$ cat src/rtl/wb_mem_bist.sv
// wb_mem_bist: pipelined Wishbone memory BIST, writes seed^k to NUM_WORDS words then reads back and compares.
// Define WB_MEM_BIST_TIMEOUT_EN to add a 256-cycle no-progress watchdog.
module wb_mem_bist #(
  parameter int                    DATA_WIDTH = 32,
  parameter int                    ADDR_WIDTH = 32,
  parameter logic [ADDR_WIDTH-1:0] BASE_ADDR  = '0,
  parameter int                    NUM_WORDS  = 16
) (
  input  logic                    i_wb_clk,
  input  logic                    i_wb_rst,
  output logic                    o_wb_cyc,
  output logic                    o_wb_stb,
  output logic                    o_wb_we,
  output logic [DATA_WIDTH/8-1:0] o_wb_sel,
  output logic [ADDR_WIDTH-1:0]   o_wb_addr,
  output logic [DATA_WIDTH-1:0]   o_wb_data,
  input  logic [DATA_WIDTH-1:0]   i_wb_data,
  input  logic                    i_wb_ack,
  input  logic                    i_wb_stall,
  input  logic                    i_start,
  input  logic [DATA_WIDTH-1:0]   i_seed,
  output logic                    o_busy,
  output logic                    o_done,
  output logic                    o_pass,
  output logic [15:0]             o_err_count,
  output logic [ADDR_WIDTH-1:0]   o_fail_addr,
  output logic [DATA_WIDTH-1:0]   o_fail_data
);
  localparam int BYTES = DATA_WIDTH / 8;
  localparam logic [2:0] S_IDLE = 3'd0, S_WR_REQ = 3'd1, S_WR_ACK = 3'd2,
                         S_RD_REQ = 3'd3, S_RD_ACK = 3'd4, S_DONE = 3'd5;
  logic [2:0]            r_state;
  logic [15:0]           r_idx;
  logic [DATA_WIDTH-1:0] r_seed;
  logic [15:0]           w_idx_inc;
  logic [ADDR_WIDTH-1:0] w_addr_inc;
  logic [DATA_WIDTH-1:0] w_data_inc;
  logic                  w_last;
  logic [15:0]           w_err_inc;
  logic [15:0]           w_err_rd;
  assign o_wb_sel   = '1;
  assign w_idx_inc  = r_idx + 16'd1;
  assign w_addr_inc = BASE_ADDR + ADDR_WIDTH'(32'(w_idx_inc) * BYTES);
  assign w_data_inc = r_seed ^ DATA_WIDTH'(w_idx_inc);
  assign w_last     = r_idx == 16'(NUM_WORDS - 1);
  assign w_err_inc  = o_err_count + 16'(o_err_count != 16'hFFFF);
  // o_wb_data keeps the expected pattern during reads, so it doubles as the compare reference
  assign w_err_rd   = (i_wb_data != o_wb_data) ? w_err_inc : o_err_count;
`ifdef WB_MEM_BIST_TIMEOUT_EN
  logic [7:0] r_wdog;
  logic       w_prog;
  assign w_prog = ((r_state == S_WR_REQ || r_state == S_RD_REQ) && !i_wb_stall) ||
                  ((r_state == S_WR_ACK || r_state == S_RD_ACK) && i_wb_ack);
`endif
  always_ff @(posedge i_wb_clk) begin
    if (i_wb_rst) begin
      r_state     <= S_IDLE;
      r_idx       <= '0;
      r_seed      <= '0;
      o_wb_cyc    <= 1'b0;
      o_wb_stb    <= 1'b0;
      o_wb_we     <= 1'b0;
      o_wb_addr   <= '0;
      o_wb_data   <= '0;
      o_busy      <= 1'b0;
      o_done      <= 1'b0;
      o_pass      <= 1'b0;
      o_err_count <= '0;
      o_fail_addr <= '0;
      o_fail_data <= '0;
`ifdef WB_MEM_BIST_TIMEOUT_EN
      r_wdog      <= '0;
`endif
    end else begin
      case (r_state)
        S_IDLE, S_DONE: if (i_start) begin
          r_state     <= S_WR_REQ;
          r_idx       <= '0;
          r_seed      <= i_seed;
          o_wb_cyc    <= 1'b1;
          o_wb_stb    <= 1'b1;
          o_wb_we     <= 1'b1;
          o_wb_addr   <= BASE_ADDR;
          o_wb_data   <= i_seed;
          o_busy      <= 1'b1;
          o_done      <= 1'b0;
          o_pass      <= 1'b0;
          o_err_count <= '0;
          o_fail_addr <= '0;
          o_fail_data <= '0;
        end
        S_WR_REQ, S_RD_REQ: if (!i_wb_stall) begin
          r_state  <= (r_state == S_WR_REQ) ? S_WR_ACK : S_RD_ACK;
          o_wb_stb <= 1'b0;
        end
        S_WR_ACK: if (i_wb_ack) begin
          r_state   <= w_last ? S_RD_REQ : S_WR_REQ;
          r_idx     <= w_last ? '0 : w_idx_inc;
          o_wb_stb  <= 1'b1;
          o_wb_we   <= !w_last;
          o_wb_addr <= w_last ? BASE_ADDR : w_addr_inc;
          o_wb_data <= w_last ? r_seed : w_data_inc;
        end
        S_RD_ACK: if (i_wb_ack) begin
          o_err_count <= w_err_rd;
          if (i_wb_data != o_wb_data && o_err_count == '0) begin
            o_fail_addr <= o_wb_addr;
            o_fail_data <= i_wb_data;
          end
          r_state   <= w_last ? S_DONE : S_RD_REQ;
          r_idx     <= w_idx_inc;
          o_wb_cyc  <= !w_last;
          o_wb_stb  <= !w_last;
          o_wb_addr <= w_addr_inc;
          o_wb_data <= w_data_inc;
          o_busy    <= !w_last;
          o_done    <= w_last;
          o_pass    <= w_last && w_err_rd == '0;
        end
        default: r_state <= S_IDLE;
      endcase
`ifdef WB_MEM_BIST_TIMEOUT_EN
      r_wdog <= (o_busy && !w_prog) ? r_wdog + 8'd1 : '0;
      if (o_busy && !w_prog && r_wdog == 8'hFF) begin
        r_state     <= S_DONE;
        o_wb_cyc    <= 1'b0;
        o_wb_stb    <= 1'b0;
        o_wb_we     <= 1'b0;
        o_busy      <= 1'b0;
        o_done      <= 1'b1;
        o_pass      <= 1'b0;
        o_err_count <= w_err_inc;
        o_fail_addr <= o_wb_addr;
        o_fail_data <= '0;
      end
`endif
    end
  end
endmodule

$ cat config.mk
export PLATFORM = sky130hd
export DESIGN_NAME = wb_mem_bist
export DESIGN_NICKNAME = d
export VERILOG_FILES = /design/src/rtl/wb_mem_bist.sv
export SDC_FILE = /design/constraint.sdc
export NUM_CORES = 1
export LEC_CHECK = 0
export BUFFER_PORTS_ARGS = -buffer_cell sky130_fd_sc_hd__buf_2
export CAP_MARGIN = 10
export CORE_MARGIN = 1.5
export CORE_UTILIZATION = 45
export DETAILED_ROUTE_END_ITERATION = 12
export GPL_TIMING_DRIVEN = 0
export PLACE_DENSITY = 0.75
export SKIP_CTS_REPAIR_TIMING = 1
export SLEW_MARGIN = 5
export SYNTH_ARGS = -nofsm -noshare
export SYNTH_HDL_FRONTEND = slang
export SYNTH_SLANG_ARGS = --single-unit
$ cat constraint.sdc
create_clock -name i_wb_clk -period 4.83 [get_ports i_wb_clk]
set_input_delay 0 -clock i_wb_clk [delete_from_list [all_inputs] [get_ports i_wb_clk]]
set_output_delay 0 -clock i_wb_clk [all_outputs]
set_load 0.05 [all_outputs]
==> implementation parameters <==
Parameter                              Value

Synth
  Yosys warning count ... 0
  Proportion of synthesized flip-flops having asynchronous set or reset ... 0
  Synth unique cells ... 59
  Most frequently used flop master after synthesis ... sky130_fd_sc_hd__dfxtp_1
  Area of the mapped netlist ... 7420 um^2
  Synthesized area per cell ... 7.97 um^2
  Sequential share of the synthesized area ... 0.410
  Count of flip-flops with a built-in enable after synthesis ... 0
  Syn Inst Count ... 931
  Synth Register Bits ... 152

Layout
  Fill cell total of the finished layout ... 1427
  Leading cell types in the layout, fill and taps excluded ... sky130_fd_sc_hd__buf_2 (194), sky130_fd_sc_hd__dfxtp_1 (152), sky130_fd_sc_hd__nand2_1 (131), sky130_fd_sc_hd__nor2_1 (113), sky130_fd_sc_hd__a21oi_1 (81)
  Share of the core filled with cells in the final layout ... 0.624
  Net count, final ... 1305
  Final cell count without fillers ... 1462
  Share of final-layout standard cells stronger than drive strength 1 ... 0.216
  Synth-to-Final Area Change ... 34.6%
  Final std cell area, no fill ... 9990 um^2
  Commonest non-fill, non-tap cell in the layout ... sky130_fd_sc_hd__buf_2

Min path
  Hold Path Class ... primary input to register
  Hold wc startpoint ... i_wb_stall
  Min-Delay Endpoint ... r_state[2]
  Cell depth of the worst min-delay path ... 4

Setup path
  CP top delay family ... simple AND/OR/NAND/NOR gates
  Worst path slowest cell ... sky130_fd_sc_hd__nor4_1
  CP startpoint kind ... register
  Max FO, Critical Path ... 10
  Cell count of the worst reg-to-reg path ... 14
  Critical path arrival ... 4020 ps
  Worst r2r src ... o_err_count[2]
  FF-to-FF setup slack ... 1150 ps
  Destination of the worst register-to-register timing path ... o_pass
  Worst setup path start ... o_err_count[2]
  Endpoint type of the worst setup path ... register
  CP Cell Sequence ... buf_2, nand3_1, nor4_1, nand4_1, or2_2, ha_1, and2_1, clkbuf_1, and4_1, nor3_1, o21ai_0, mux2i_1, o2111ai_1, o31ai_1
  CP Class ... register to register
  Req. time, crit path ... 5170 ps
  Biggest cell delay along the critical path ... 690 ps
  Sum of buffers and inverters on the critical path ... 2

Route
  Vias ... 8206
  Drt pass-1 iters ... 6
  DRC ... 0
  Antenna Violating Nets Remaining ... 0
  Vias per cell ... 5.61
  Routed wire length per instance ... 18.1 um
  Aggregate routed wire length ... 26400 um
  DRC marker count from the first detailed-route iteration ... 836

Pwr
  Sequential Power Share ... 0.386
  Pwr/cell area ... 371 nW/um^2
  Total power consumption of the routed design ... 3.71 mW
  Net switching power figure ... 1.25 mW
  Cell-internal power ... 2.45 mW
  Peak ir drop on the vdd network ... 291 uV
  Switching power share of the total ... 0.338
  Leakage power total ... 4.16 nW
  Power share of the combinational group ... 0.245
  Power share of the clock group ... 0.368

Timing
  Post-route worst setup slack ... 1150 ps
  Final-layout worst hold slack ... -28.6 ps
  Max-slew violation count ... 0
  Actual transition at the worst max-transition pin ... 928 ps
  Setup Viol. Count Final ... 0
  Final hold viol count ... 2
  Fin Clk Skew ... 7.64 ps
  Unrepaired setup endpoints after global routing ... false
  Post-route clock period utilization ... 0.762
  Worst rel slew slack ... 0.366
  Time the worst path needs with I/O delays and setup ... 3680 ps
  Fmax ... 0.272 GHz
  Setup Total Neg Slack ... 0 ps

Clock network
  TritonCTS clock tree ... yes
  Clock transition at the registers of the reported paths ... 60 ps
  Total clock buffers created by CTS ... 17
  Largest buffer count on any clock path ... 2
  Htree depth ... 4
  CTS root buf ... sky130_fd_sc_hd__clkbuf_16
  Number of sinks handled by clock tree synthesis ... 152
  Worst skew pair latency ... 430 ps

Floorplan
  Site row count ... 46
  Number of top-level pins ... 223
  Core region area ... 16000 um^2
  Vertical extent of the die ... 131 um
  Overall die area ... 17300 um^2
  Initial core utilization ... 0.464
  Floorplan die width ... 131 um

Global route
  Vias in the first global route ... 6793
  First-pass GRT wire length ... 37600 um
  Initial antenna violation count ... 1
  Maximum number of pins on one net before global-route repair ... 17
  Overall overflow remaining after global route ... 0
  Total track usage ... 0.277

Placed design
  Post-Place Setup Slack ... 1230 ps
  Port-buffer cells ... 185
  Detailed placer's ending HPWL ... 18600 um
  Final weighted congestion of routability-driven global placement ... 0.911
  Total instance count after detailed placement ... 1366
  Placement-stage cell area ... 8750 um^2

Run status
  Run status ... finished, violations left
  Failing checks ... negative hold slack

Flow run
  Count of max-cap constraint violations ... 0
## final cells by class
| cell class | count | area [um^2] | area share |
|---|---|---|---|
| diodes | 1 | 2.50 | 0.000251 |
| plain buffers | 107 | 559 | 0.0560 |
| clock buffers | 25 | 485 | 0.0486 |
| clock inverters | 6 | 114 | 0.0114 |
| inverters | 10 | 37.5 | 0.00376 |
| multi-input cells | 696 | 3910 | 0.391 |
| flip-flops and latches | 152 | 3040 | 0.305 |
| well taps | 216 | 270 | 0.0271 |
| repair buffers | 249 | 1570 | 0.157 |
## flip-flops by register name, summed over array words and instances (netlist names)
| signal | count |
|---|---|
| o_wb_data | 32 |
| o_err_count | 16 |
| o_busy | 1 |
| o_fail_addr | 16 |
| o_fail_data | 32 |
| o_wb_addr | 16 |
| o_wb_we | 1 |
| o_pass | 1 |
| o_wb_stb | 1 |
| r_seed | 32 |
| r_state | 3 |
| o_done | 1 |
## cells by family after synthesis
group                    count (synthesis)  share of synthesized area
flip-flops                             152                      0.410
AND/OR/NAND/NOR                        366                      0.227
AO/OA/AOI/OAI                          235                      0.209
buffers and inverters                  117                     0.0804
multiplexers                             6                    0.00860
other                                    2                    0.00101
XOR/XNOR                                50                     0.0590
adder cells (fa/ha/maj)                  3                    0.00506
## power by group through the flow
| stage | registers [mW] | logic, mW | clock network, mW |
|---|---|---|---|
| 2_1_floorplan | 1.60 | 0.431 | 0 |
| 3_3_place_gp | 1.45 | 0.837 | 0 |
| 3_5_place_dp | 1.45 | 0.844 | 0 |
| 4_1_cts | 1.43 | 0.847 | 1.37 |
| 5_1_grt | 1.44 | 0.965 | 1.43 |
| 6_report | 1.43 | 0.909 | 1.37 |
## worst max path at each step
stage	to	slack, ps	cells past startpoint
after floorplan	o_pass	1340	11
after global placement	o_pass	1210	14
after detailed placement	o_pass	1230	14
after CTS	o_pass	1210	14
after global routing	o_pass	820	14
final	o_pass	1150	14
## synth_stat cells (10+ instances only)
master / n / area [um^2]
sky130_fd_sc_hd__a21oi_1: 81 / 405
sky130_fd_sc_hd__a22oi_1: 53 / 398
sky130_fd_sc_hd__a311oi_1: 30 / 263
sky130_fd_sc_hd__a31oi_1: 11 / 68.8
sky130_fd_sc_hd__buf_4: 39 / 293
sky130_fd_sc_hd__clkbuf_1: 56 / 210
sky130_fd_sc_hd__dfxtp_1: 152 / 3040
sky130_fd_sc_hd__inv_1: 10 / 37.5
sky130_fd_sc_hd__nand2_1: 131 / 492
sky130_fd_sc_hd__nand3_1: 22 / 110
sky130_fd_sc_hd__nand4_1: 14 / 87.6
sky130_fd_sc_hd__nor2_1: 113 / 424
sky130_fd_sc_hd__nor3_1: 22 / 110
sky130_fd_sc_hd__o21ai_0: 23 / 115
sky130_fd_sc_hd__or3_1: 10 / 62.6
sky130_fd_sc_hd__xnor2_1: 44 / 385
## metal layers
metal / GRT usage / up-vias / share of wire / wire length (um)
met1: 0.366 / 3826 / 0.41 / 10900
met2: 0.448 / 472 / 0.47 / 12400
met3: 0.0482 / 73 / 0.085 / 2260
li1: - / 3835 / - / -
met4: 0.112 / 0 / 0.034 / 900
met5: 0 / - / 0 / 0
## worst min-delay path, delay by kind of cell
kind | cells | cell delay [ps]
AO/OA/AOI/OAI | 1 | 90
buffers and inverters | 2 | 180
AND/OR/NAND/NOR | 1 | 90
Power figures use the tool's default switching activity.
